==> src/rtl/d_cache_ctrl_pkg.sv <==
// Shared definitions for the D-cache data RAM sequencer: geometry constants and FSM encoding.
package d_cache_ctrl_pkg;

    localparam int LINE_WORDS = 8;
    localparam int NUM_LINES  = 8;
    localparam int INDEX_W    = 3;
    localparam int WORD_W     = 3;
    localparam int OFFSET_W   = 6;
    localparam logic [63:0] ZEROWORD = 64'h0;

    typedef enum logic [2:0] {
        S_IDLE,
        S_LOOKUP,
        S_WB_REQ,
        S_WB_RD,
        S_WB_BEAT,
        S_FILL_REQ,
        S_FILL_DATA,
        S_REPLAY
    } state_t;

endpackage

==> src/rtl/d_cache_tag_array.sv <==
// Per-line tag/valid/dirty storage: combinational lookup, one write port.
module d_cache_tag_array
    import d_cache_ctrl_pkg::*;
#(
    parameter int TAG_W = 23
) (
    input  logic               clk,
    input  logic               rst,
    input  logic [INDEX_W-1:0] rd_idx,
    output logic [TAG_W-1:0]   rd_tag,
    output logic               rd_valid,
    output logic               rd_dirty,
    input  logic               wr_en,
    input  logic [INDEX_W-1:0] wr_idx,
    input  logic [TAG_W-1:0]   wr_tag,
    input  logic               wr_valid,
    input  logic               wr_dirty
);

    logic [TAG_W-1:0]     tag_q [NUM_LINES];
    logic [NUM_LINES-1:0] valid_q;
    logic [NUM_LINES-1:0] dirty_q;

    always_ff @(posedge clk or negedge rst) begin
        if (!rst) begin
            valid_q <= '0;
            dirty_q <= '0;
        end else if (wr_en) begin
            valid_q[wr_idx] <= wr_valid;
            dirty_q[wr_idx] <= wr_dirty;
        end
    end

    // Tags need no reset: they are only trusted while the line is valid.
    always_ff @(posedge clk) begin
        if (wr_en) begin
            tag_q[wr_idx] <= wr_tag;
        end
    end

    assign rd_tag   = tag_q[rd_idx];
    assign rd_valid = valid_q[rd_idx];
    assign rd_dirty = dirty_q[rd_idx];

endmodule

==> src/rtl/d_cache_ctrl.sv <==
// Direct-mapped write-back, write-allocate D-cache sequencer owning the 64x64b data RAM.
module d_cache_ctrl
    import d_cache_ctrl_pkg::*;
#(
    parameter int PADDR_W = 32
) (
    input  logic               clk,
    input  logic               rst,
    input  logic               cpu_req_i,
    input  logic               cpu_we_i,
    input  logic [PADDR_W-1:0] cpu_addr_i,
    input  logic [63:0]        cpu_wdata_i,
    input  logic [7:0]         cpu_wstrb_i,
    output logic               cpu_ready_o,
    output logic [63:0]        cpu_rdata_o,
    output logic               mem_req_o,
    output logic               mem_we_o,
    output logic [PADDR_W-1:0] mem_addr_o,
    input  logic               mem_ack_i,
    output logic [63:0]        mem_wdata_o,
    output logic               mem_wvalid_o,
    input  logic               mem_wready_i,
    input  logic [63:0]        mem_rdata_i,
    input  logic               mem_rvalid_i,
    output logic [5:0]         ram_addr_o,
    output logic [63:0]        ram_wdata_o,
    output logic [7:0]         ram_wena_o,
    input  logic [63:0]        ram_rdata_i,
    output state_t             dbg_state_o
);

    localparam int TAG_W = PADDR_W - INDEX_W - WORD_W - 3;

    state_t               state;
    logic [WORD_W-1:0]    cnt;
    logic                 req_we;
    logic [TAG_W-1:0]     req_tag;
    logic [INDEX_W-1:0]   req_idx;
    logic [WORD_W-1:0]    req_word;
    logic [63:0]          req_wdata;
    logic [7:0]           req_wstrb;

    logic [TAG_W-1:0]     rd_tag;
    logic                 rd_valid;
    logic                 rd_dirty;
    logic                 hit;
    logic                 store_hit;
    logic                 fill_last;
    logic                 unused_addr_bits;

    assign unused_addr_bits = ^cpu_addr_i[2:0];
    assign hit       = rd_valid && (rd_tag == req_tag);
    assign store_hit = (state == S_LOOKUP) && hit && req_we;
    assign fill_last = (state == S_FILL_DATA) && mem_rvalid_i && (cnt == WORD_W'(LINE_WORDS - 1));
    assign dbg_state_o = state;

    d_cache_tag_array #(.TAG_W(TAG_W)) u_tags (
        .clk      (clk),
        .rst      (rst),
        .rd_idx   (req_idx),
        .rd_tag   (rd_tag),
        .rd_valid (rd_valid),
        .rd_dirty (rd_dirty),
        .wr_en    (store_hit || fill_last),
        .wr_idx   (req_idx),
        .wr_tag   (req_tag),
        .wr_valid (1'b1),
        .wr_dirty (store_hit)
    );

    // RAM address is driven combinationally so the registered RAM read lands in the next state.
    always_comb begin
        cpu_ready_o = 1'b0;
        cpu_rdata_o = ZEROWORD;
        ram_addr_o  = '0;
        ram_wdata_o = ZEROWORD;
        ram_wena_o  = '0;
        mem_wdata_o = ZEROWORD;
        case (state)
            S_IDLE: begin
                if (cpu_req_i) ram_addr_o = {cpu_addr_i[8:6], cpu_addr_i[5:3]};
            end
            S_LOOKUP: begin
                ram_addr_o = {req_idx, req_word};
                if (hit) begin
                    cpu_ready_o = 1'b1;
                    if (req_we) begin
                        ram_wena_o  = req_wstrb;
                        ram_wdata_o = req_wdata;
                    end else begin
                        cpu_rdata_o = ram_rdata_i;
                    end
                end
            end
            S_WB_RD: ram_addr_o = {req_idx, cnt};
            S_WB_BEAT: begin
                ram_addr_o  = {req_idx, cnt};
                mem_wdata_o = ram_rdata_i;
            end
            S_FILL_DATA: begin
                ram_addr_o = {req_idx, cnt};
                if (mem_rvalid_i) begin
                    ram_wena_o  = 8'hFF;
                    ram_wdata_o = mem_rdata_i;
                end
            end
            S_REPLAY: ram_addr_o = {req_idx, req_word};
            default: ;
        endcase
    end

    // Handshakes: mem_req_o holds until the cycle mem_ack_i is seen high; mem_wvalid_o holds with
    // stable data until a cycle with mem_wready_i high; each mem_rvalid_i cycle is one accepted fill beat.
    always_ff @(posedge clk or negedge rst) begin
        if (!rst) begin
            state        <= S_IDLE;
            cnt          <= '0;
            req_we       <= 1'b0;
            req_tag      <= '0;
            req_idx      <= '0;
            req_word     <= '0;
            req_wdata    <= ZEROWORD;
            req_wstrb    <= '0;
            mem_req_o    <= 1'b0;
            mem_we_o     <= 1'b0;
            mem_addr_o   <= '0;
            mem_wvalid_o <= 1'b0;
        end else begin
            case (state)
                S_IDLE: begin
                    if (cpu_req_i) begin
                        req_we    <= cpu_we_i;
                        req_tag   <= cpu_addr_i[PADDR_W-1:9];
                        req_idx   <= cpu_addr_i[8:6];
                        req_word  <= cpu_addr_i[5:3];
                        req_wdata <= cpu_wdata_i;
                        req_wstrb <= cpu_wstrb_i;
                        state     <= S_LOOKUP;
                    end
                end
                S_LOOKUP: begin
                    if (hit) begin
                        state <= S_IDLE;
                    end else if (rd_valid && rd_dirty) begin
                        mem_req_o  <= 1'b1;
                        mem_we_o   <= 1'b1;
                        mem_addr_o <= {rd_tag, req_idx, {OFFSET_W{1'b0}}};
                        state      <= S_WB_REQ;
                    end else begin
                        mem_req_o  <= 1'b1;
                        mem_we_o   <= 1'b0;
                        mem_addr_o <= {req_tag, req_idx, {OFFSET_W{1'b0}}};
                        state      <= S_FILL_REQ;
                    end
                end
                S_WB_REQ, S_FILL_REQ: begin
                    if (mem_ack_i) begin
                        mem_req_o  <= 1'b0;
                        mem_we_o   <= 1'b0;
                        mem_addr_o <= '0;
                        cnt        <= '0;
                        state      <= (state == S_WB_REQ) ? S_WB_RD : S_FILL_DATA;
                    end
                end
                S_WB_RD: begin
                    mem_wvalid_o <= 1'b1;
                    state        <= S_WB_BEAT;
                end
                S_WB_BEAT: begin
                    if (mem_wready_i) begin
                        mem_wvalid_o <= 1'b0;
                        if (cnt == WORD_W'(LINE_WORDS - 1)) begin
                            cnt        <= '0;
                            mem_req_o  <= 1'b1;
                            mem_we_o   <= 1'b0;
                            mem_addr_o <= {req_tag, req_idx, {OFFSET_W{1'b0}}};
                            state      <= S_FILL_REQ;
                        end else begin
                            cnt   <= cnt + 1'b1;
                            state <= S_WB_RD;
                        end
                    end
                end
                S_FILL_DATA: begin
                    if (mem_rvalid_i) begin
                        cnt <= cnt + 1'b1;
                        if (fill_last) state <= S_REPLAY;
                    end
                end
                S_REPLAY: state <= S_LOOKUP;
                default:  state <= S_IDLE;
            endcase
        end
    end

endmodule

==> config.mk <==
export PLATFORM = sky130hd
export DESIGN_NAME = d_cache_ctrl
export DESIGN_NICKNAME = d
export VERILOG_FILES = /design/src/rtl/d_cache_ctrl_pkg.sv /design/src/rtl/d_cache_tag_array.sv /design/src/rtl/d_cache_ctrl.sv
export SDC_FILE = /design/constraint.sdc
export NUM_CORES = 1
export LEC_CHECK = 0
export BUFFER_PORTS_ARGS = -buffer_cell sky130_fd_sc_hd__buf_4
export CAP_MARGIN = 15
export CELL_PAD_IN_SITES_DETAIL_PLACEMENT = 0
export CELL_PAD_IN_SITES_GLOBAL_PLACEMENT = 1
export CORE_MARGIN = 3
export CORE_UTILIZATION = 42
export CTS_CLUSTER_SIZE = 12
export DETAILED_ROUTE_END_ITERATION = 8
export HOLD_SLACK_MARGIN = 0.12
export PLACE_DENSITY_LB_ADDON = 0.1
export SLEW_MARGIN = 20
export SYNTH_ARGS = -nofsm -noshare
export SYNTH_HDL_FRONTEND = slang
export SYNTH_HIERARCHICAL = 1
export SYNTH_SLANG_ARGS = --single-unit
==> constraint.sdc <==
create_clock -name clk -period 7.7 [get_ports clk]
set_input_delay 0.77 -clock clk [delete_from_list [all_inputs] [get_ports clk]]
set_output_delay 0.77 -clock clk [all_outputs]
set_load 0.1 [all_outputs]
# == Word-level counts from Yosys, hierarchy flattened ==
# Memory sizes are Yosys's and may differ from the RTL's.
# Index checks and enable logic that the tools add are counted.
# op_classes
addsub,1
magnitude_cmp,2
eq_ne,16
muxes,58
bitwise,1
reduce_logical,20
# ops
operator,n
2-to-1 mux 64 bit,7
2-to-1 mux 32 bit,5
one-hot mux 64 bit (2 select lines),1
one-hot mux 32 bit (3 select lines),1
2-to-1 mux 3 bit,13
2-to-1 mux 8 bit,3
equality test 23 bit,1
one-hot mux 3 bit (7 select lines),1
one-hot mux 6 bit (3 select lines),1
2-to-1 mux 1 bit,16
one-hot mux 8 bit (2 select lines),1
"equality test 3 bit, second input constant",5
"!= test 2 bit, second input constant",7
AND reduction 5 bit,2
one-hot mux 3 bit (3 select lines),1
bitwise mux 8 bit,1
bitwise OR 8 bit,1
logical AND 1 bit,7
binary-select mux 1 bit (select 3 bit),2
"equality test 3 x 2 -> 1 bit, second input constant",2
2-to-1 mux 6 bit,1
one-hot mux 1 bit (3 select lines),2
nonzero test 3 bit,2
"less-than comparator 3 x 4 -> 1 bit, second input constant",1
12 further kinds,14
# word_totals
regBits,159
ram_bits,184
input_bits,239
elab_cells,113
n_memories,1
# memory_table
memory,depth,width,rd,rd_ports_with_merged_regs,write_ports,line,source
u_tags.tag_q,8,23,1,0,1,d_cache_tag_array.sv:20,logic [TAG_W-1:0] tag_q [NUM_LINES];

# == Longest topological paths before layout ==
# depth
ltp_word,8
mapped_depth,12
depth_no_buf,9

# == Hierarchy ==
# Netlist, hierarchy kept.
# by_module_without_submodules
mod,n_inst,cells_per_inst,area_each_um2,seq_area_each_um2
d_cache_tag_array,1,317,7895.1,5925.7
d_cache_ctrl,1,688,7699.9,3428.3

# == Least setup slack after synthesis ==
# OpenSTA, ideal clock, no wires.
# synth_path
path_type,reg-to-reg
start,register req_idx[0]
end,register u_tags.dirty_q[0]
setup_ps,125
t_arrival_ps,6197
setup_slack_ps,1378
path_stages_with_launch,13
n_path_buf,3
period_less_slack_ps,6322
cell_sequence,dfrtp_1 > buf_6 > buf_6 > mux4_1 > mux2_2 > xor2_1 > nor4_1 > nand4b_1 > nor4_1 > buf_2 > a21o_1 > nor4b_1 > mux2_2
# synth_between
elab_chain_len,6
# synth_rtl
element,line,source
start: declaration,d_cache_ctrl.sv:38,logic [INDEX_W-1:0] req_idx;
start signal: assignment,d_cache_ctrl.sv:134,req_idx <= cpu_addr_i[8:6];
memory read (8 x 23 bit) *,-,
net rd_tag[21],d_cache_ctrl.sv:43,logic [TAG_W-1:0] rd_tag;
equality test 23 bit *,d_cache_ctrl.sv:52,assign hit = rd_valid && (rd_tag == req_tag);
logical AND 1 bit *,d_cache_ctrl.sv:52,
logical AND 1 bit * (2 in a row),d_cache_ctrl.sv:53,assign store_hit = (state == S_LOOKUP) && hit && req_we;
net store_hit,d_cache_ctrl.sv:47,logic store_hit;
bitwise mux 8 bit / logical OR 1 bit (equally long branches),"d_cache_tag_array.sv:30, d_cache_ctrl.sv:64",
end signal: indexed assignment,d_cache_tag_array.sv:30,dirty_q[wr_idx] <= wr_dirty;
end: declaration,d_cache_tag_array.sv:22,logic [NUM_LINES-1:0] dirty_q;
# Mark *: on every way through the listed nets, which the timed path passes. The rest lies on a longest branch. The select of a mux whose other input is x is not followed.
# A chain may end at the register's enable or synchronous reset.

# == Worst setup path after layout ==
# layout_path
start,register req_idx[0]
end,output ram_wdata_o[49]
# layout_between
elab_chain_len,5
# layout_rtl
element,line,source
memory read (8 x 23 bit),-,
net rd_tag[21],d_cache_ctrl.sv:43,
equality test 23 bit,d_cache_ctrl.sv:52,
logical AND 1 bit,d_cache_ctrl.sv:52,
2-to-1 mux 64 bit,d_cache_ctrl.sv:85,if (hit) begin
one-hot mux 64 bit (2 select lines),d_cache_ctrl.sv:79,case (state)
end: declaration,d_cache_ctrl.sv:26,"output logic [63:0] ram_wdata_o,"
# The timed path passes the listed nets, and every way through them passes these cells. The select of a mux whose other input is x is not followed.

==> results by group <==
Run status
  – Status: complete, no violations

Detailed routing
  – Vias/cell: 5.314
  – Via count: 10,470
  – DRT Pass-1 Iters: 4
  – DR WL/cell: 23.01 um
  – WL final: 45,330 um
  – Post-route ant nets: 0
  – 1st-iter DRT viols: 681
  – DRC: 0

Clocking
  – H-tree depth: 2
  – Clock transition at path regs: 0.06 ns
  – Setup Fix Bufs, Post-CTS: 0
  – Clock sink total: between 300 and 400
  – Cts repair resizes: 0
  – CTS Hold Bufs: 0
  – CTS Root Cell: clkbuf_16
  – CTS tree: built
  – Total CTS buffers: 37
  – Longest Clk Path Bufs: 3
  – Worst-Skew Late Latency: about 0.53 ns

Yosys
  – Fraction of registers with async set/reset: 45.40%
  – Syn Area/Cell: 15.52 sq um
  – Distinct cells, synth: 55
  – Synth top area share: 35.43%
  – Count of state elements after synthesis: approximately 340
  – Post-synth EDFFs: about 180
  – Most used DFF post-synth: edfxtp_1
  – Post-Syn Area: 0.01559 sq mm
  – Ys Warns: 6
  – Post-synth top area cell: edfxtp_1
  – Synth top area cells: edfxtp_1 35%, dfrtp_1 25%, mux2_2 10%
  – Syn Inst Count: approximately 1,000
  – Post-synthesis sequential area ratio: 59.98%

Timing
  – RSZ-0062 raised after global routing: false
  – Slew margin rel.: a little under 30%
  – Setup TNS: 0 ns
  – Worst-Margin Slew: 1.055 ns
  – Final worst slack: 1.860 ns
  – Clock skew: around 0.021 ns
  – Max-slew violation count: 0
  – Minimum clock period: 5.840 ns
  – Final hold vios: 0
  – Final period util: 75.84%
  – Setup Viol. Count Final: 0
  – Peak Freq: 0.1712 GHz

Critical path
  – Startpoint Class: register
  – Crit-path slowest cell: dfrtp_2
  – Worst Setup End Kind: output pin
  – Critical setup path kind: reg -> out
  – Top cell by count, worst path: buf_4
  – Crit Path Max Fanout: 42
  – CP arrival: between 5 and 6 ns
  – Slowest stage delay, CP: 0.88 ns
  – Cell Chain, Critical Path: mux4_1 > mux2_2 > xor2_1 > nor4_1 > nand4b_1 > nor4_2 > buf_4 > a22o_1 > buf_4
  – CP required: 6.93 ns

Floorplanning
  – Die width: 198.7 um
  – Core area: 0.03609 sq mm
  – # rows: around 70
  – Full die area: 0.03948 sq mm
  – Initial Util: a little over two fifths
  – Die Y: roughly 200 um
  – Ports: ~480

Placement
  – Port bufs: 474
  – Place WS: 2.060 ns
  – Placer Congestion: 0.8066
  – Post-DP HPWL: 31,660 um

Global route
  – Largest net degree at the start of global routing: 90
  – Grt ovf: 0
  – Initial antenna violation count: 0
  – GRT Util Overall: between 20% and 30%
  – First-pass GRT wire length: between 60,000 and 70,000 um
  – Vias in the first global route: around 11,000

Power
  – Lkg Pwr: around 9.1 nW
  – Max IR drop VDD: about 0.21 mV
  – P per Cell Area: 403.4 mW/mm^2
  – Final Power: around 8.4 mW

Layout
  – Commonest non-fill, non-tap cell in the layout: buf_4
  – Area growth syn-to-layout: 33.30%
  – Nets@finish: between 1,500 and 2,000
  – Commonest non-fill, non-tap cells in the layout: 495 x buf_4, 184 x edfxtp_1, 151 x dfrtp_1
  – Final Util: approximately 58%
  – Share of layout cells above drive strength 1: 48.28%

Run
  – Maxcap violations: 0

Worst hold path
  – Hold Path Class: in -> async
## worst max-delay path, delay by kind of cell, from the launching register on
family	cells	cell delay, ns
compound gates	1	0.24
simple gates	3	1.45
xor+xnor	1	0.18
buf+inv	2	0.77
mux	2	0.96
flops	1	0.88
## final timing paths
path,slack [ns],depth (start not counted),endpoint,start
min in group clk,0.46,3,req_tag[5]$_DFFE_PN0P_,cpu_addr_i[14]
max in group asynchronous,5.86,2,req_idx[2]$_DFFE_PN0P_,rst
setup / recovery,1.86,9,ram_wdata_o[49],req_idx[0]$_DFFE_PN0P_
hold / removal,0.34,1,req_tag[18]$_DFFE_PN0P_,rst
setup reg to reg,2.10,10,u_tags/tag_q[1][13]$_DFFE_PP_,req_idx[0]$_DFFE_PN0P_
hold reg to reg,0.50,1,u_tags/dirty_q[1]$_DFFE_PN0P_,u_tags/dirty_q[1]$_DFFE_PN0P_
## cell families after synthesis
group | after synthesis | share of synthesized area (%)
simple gates | 207 | 8.079
fa+ha+maj | 2 | 0.1604
xor+xnor | 19 | 1.067
mux | 215 | 20.69
buf+inv | 90 | 3.009
compound gates | 133 | 6.964
other cells | 2 | 0.04816
flops | 337 | 59.98
## per-stage QoR
stage | hold WS (ns) | instance area, sq um | std cells
2_1_floorplan | 0.4703 | 15640 | 1017
3_3_place_gp | 0.4828 | 19590 | 1900
3_5_place_dp | 0.4880 | 19590 | 1900
4_1_cts | 0.3880 | 20760 | 1968
5_1_grt | 0.4125 | 20780 | 1969
6_report | 0.3427 | 20790 | 1970
## registers in the layout, indices dropped and copies added, names as in the netlist, 3 cells and up
signal / count
u_tags/tag_q: 184
req_wdata: 64
mem_addr_o: 26
req_tag: 23
req_wstrb: 8
u_tags/dirty_q: 8
u_tags/valid_q: 8
cnt: 3
dbg_state_o: 3
req_idx: 3
req_word: 3
## metal layers
| metal | wire [um] | share of wire [%] | global-route usage (%) | vias up |
|---|---|---|---|---|
| li1 | - | - | - | 4782 |
| met1 | 18150 | 40 | 27.84 | 5277 |
| met2 | 24050 | 53 | 40.05 | 370 |
| met3 | 2600 | 5.7 | 3.811 | 40 |
| met4 | 536 | 1.2 | 3.540 | 0 |
| met5 | 0 | 0 | 0 | - |
## power breakdown
group	leakage (nW)	total [mW]	switching [mW]	internal [mW]
Clock	0.576	1.71	0.705	1.00
Combinational	5.00	3.80	2.50	1.30
Sequential	3.55	2.88	0.471	2.41
## cells in the mapped netlist (3+ instances only)
library cell / number
a21o_1: 10
a21oi_1: 5
a22o_1: 91
a22oi_1: 3
and2_1: 129
and4bb_2: 3
buf_1: 7
buf_2: 15
buf_4: 12
buf_6: 9
clkbuf_1: 32
dfrtp_1: 153
edfxtp_1: 184
inv_1: 15
mux2_2: 145
mux2_4: 16
mux2i_1: 4
mux4_1: 50
nand2_1: 26
nand2b_1: 5
nand4b_1: 4
nor2_1: 13
nor2b_1: 4
nor4_1: 4
nor4b_1: 3
o21ai_0: 10
xnor2_1: 6
xor2_1: 13
## layout make-up
type / instances / area [sq um]
Clock inverter: 15 / 142.6
Multi-Input combinational cell: 590 / 5852
Fill cell: 3000 / 15300
Timing Repair Buffer: 498 / 3775
Tap cell: 461 / 576.8
Sequential cell: 337 / 9356
Antenna cell: 1 / 2.502
Clock buffer: 53 / 1026
Inverter: 15 / 56.30
No activity file was read; power rests on OpenSTA's default activity.
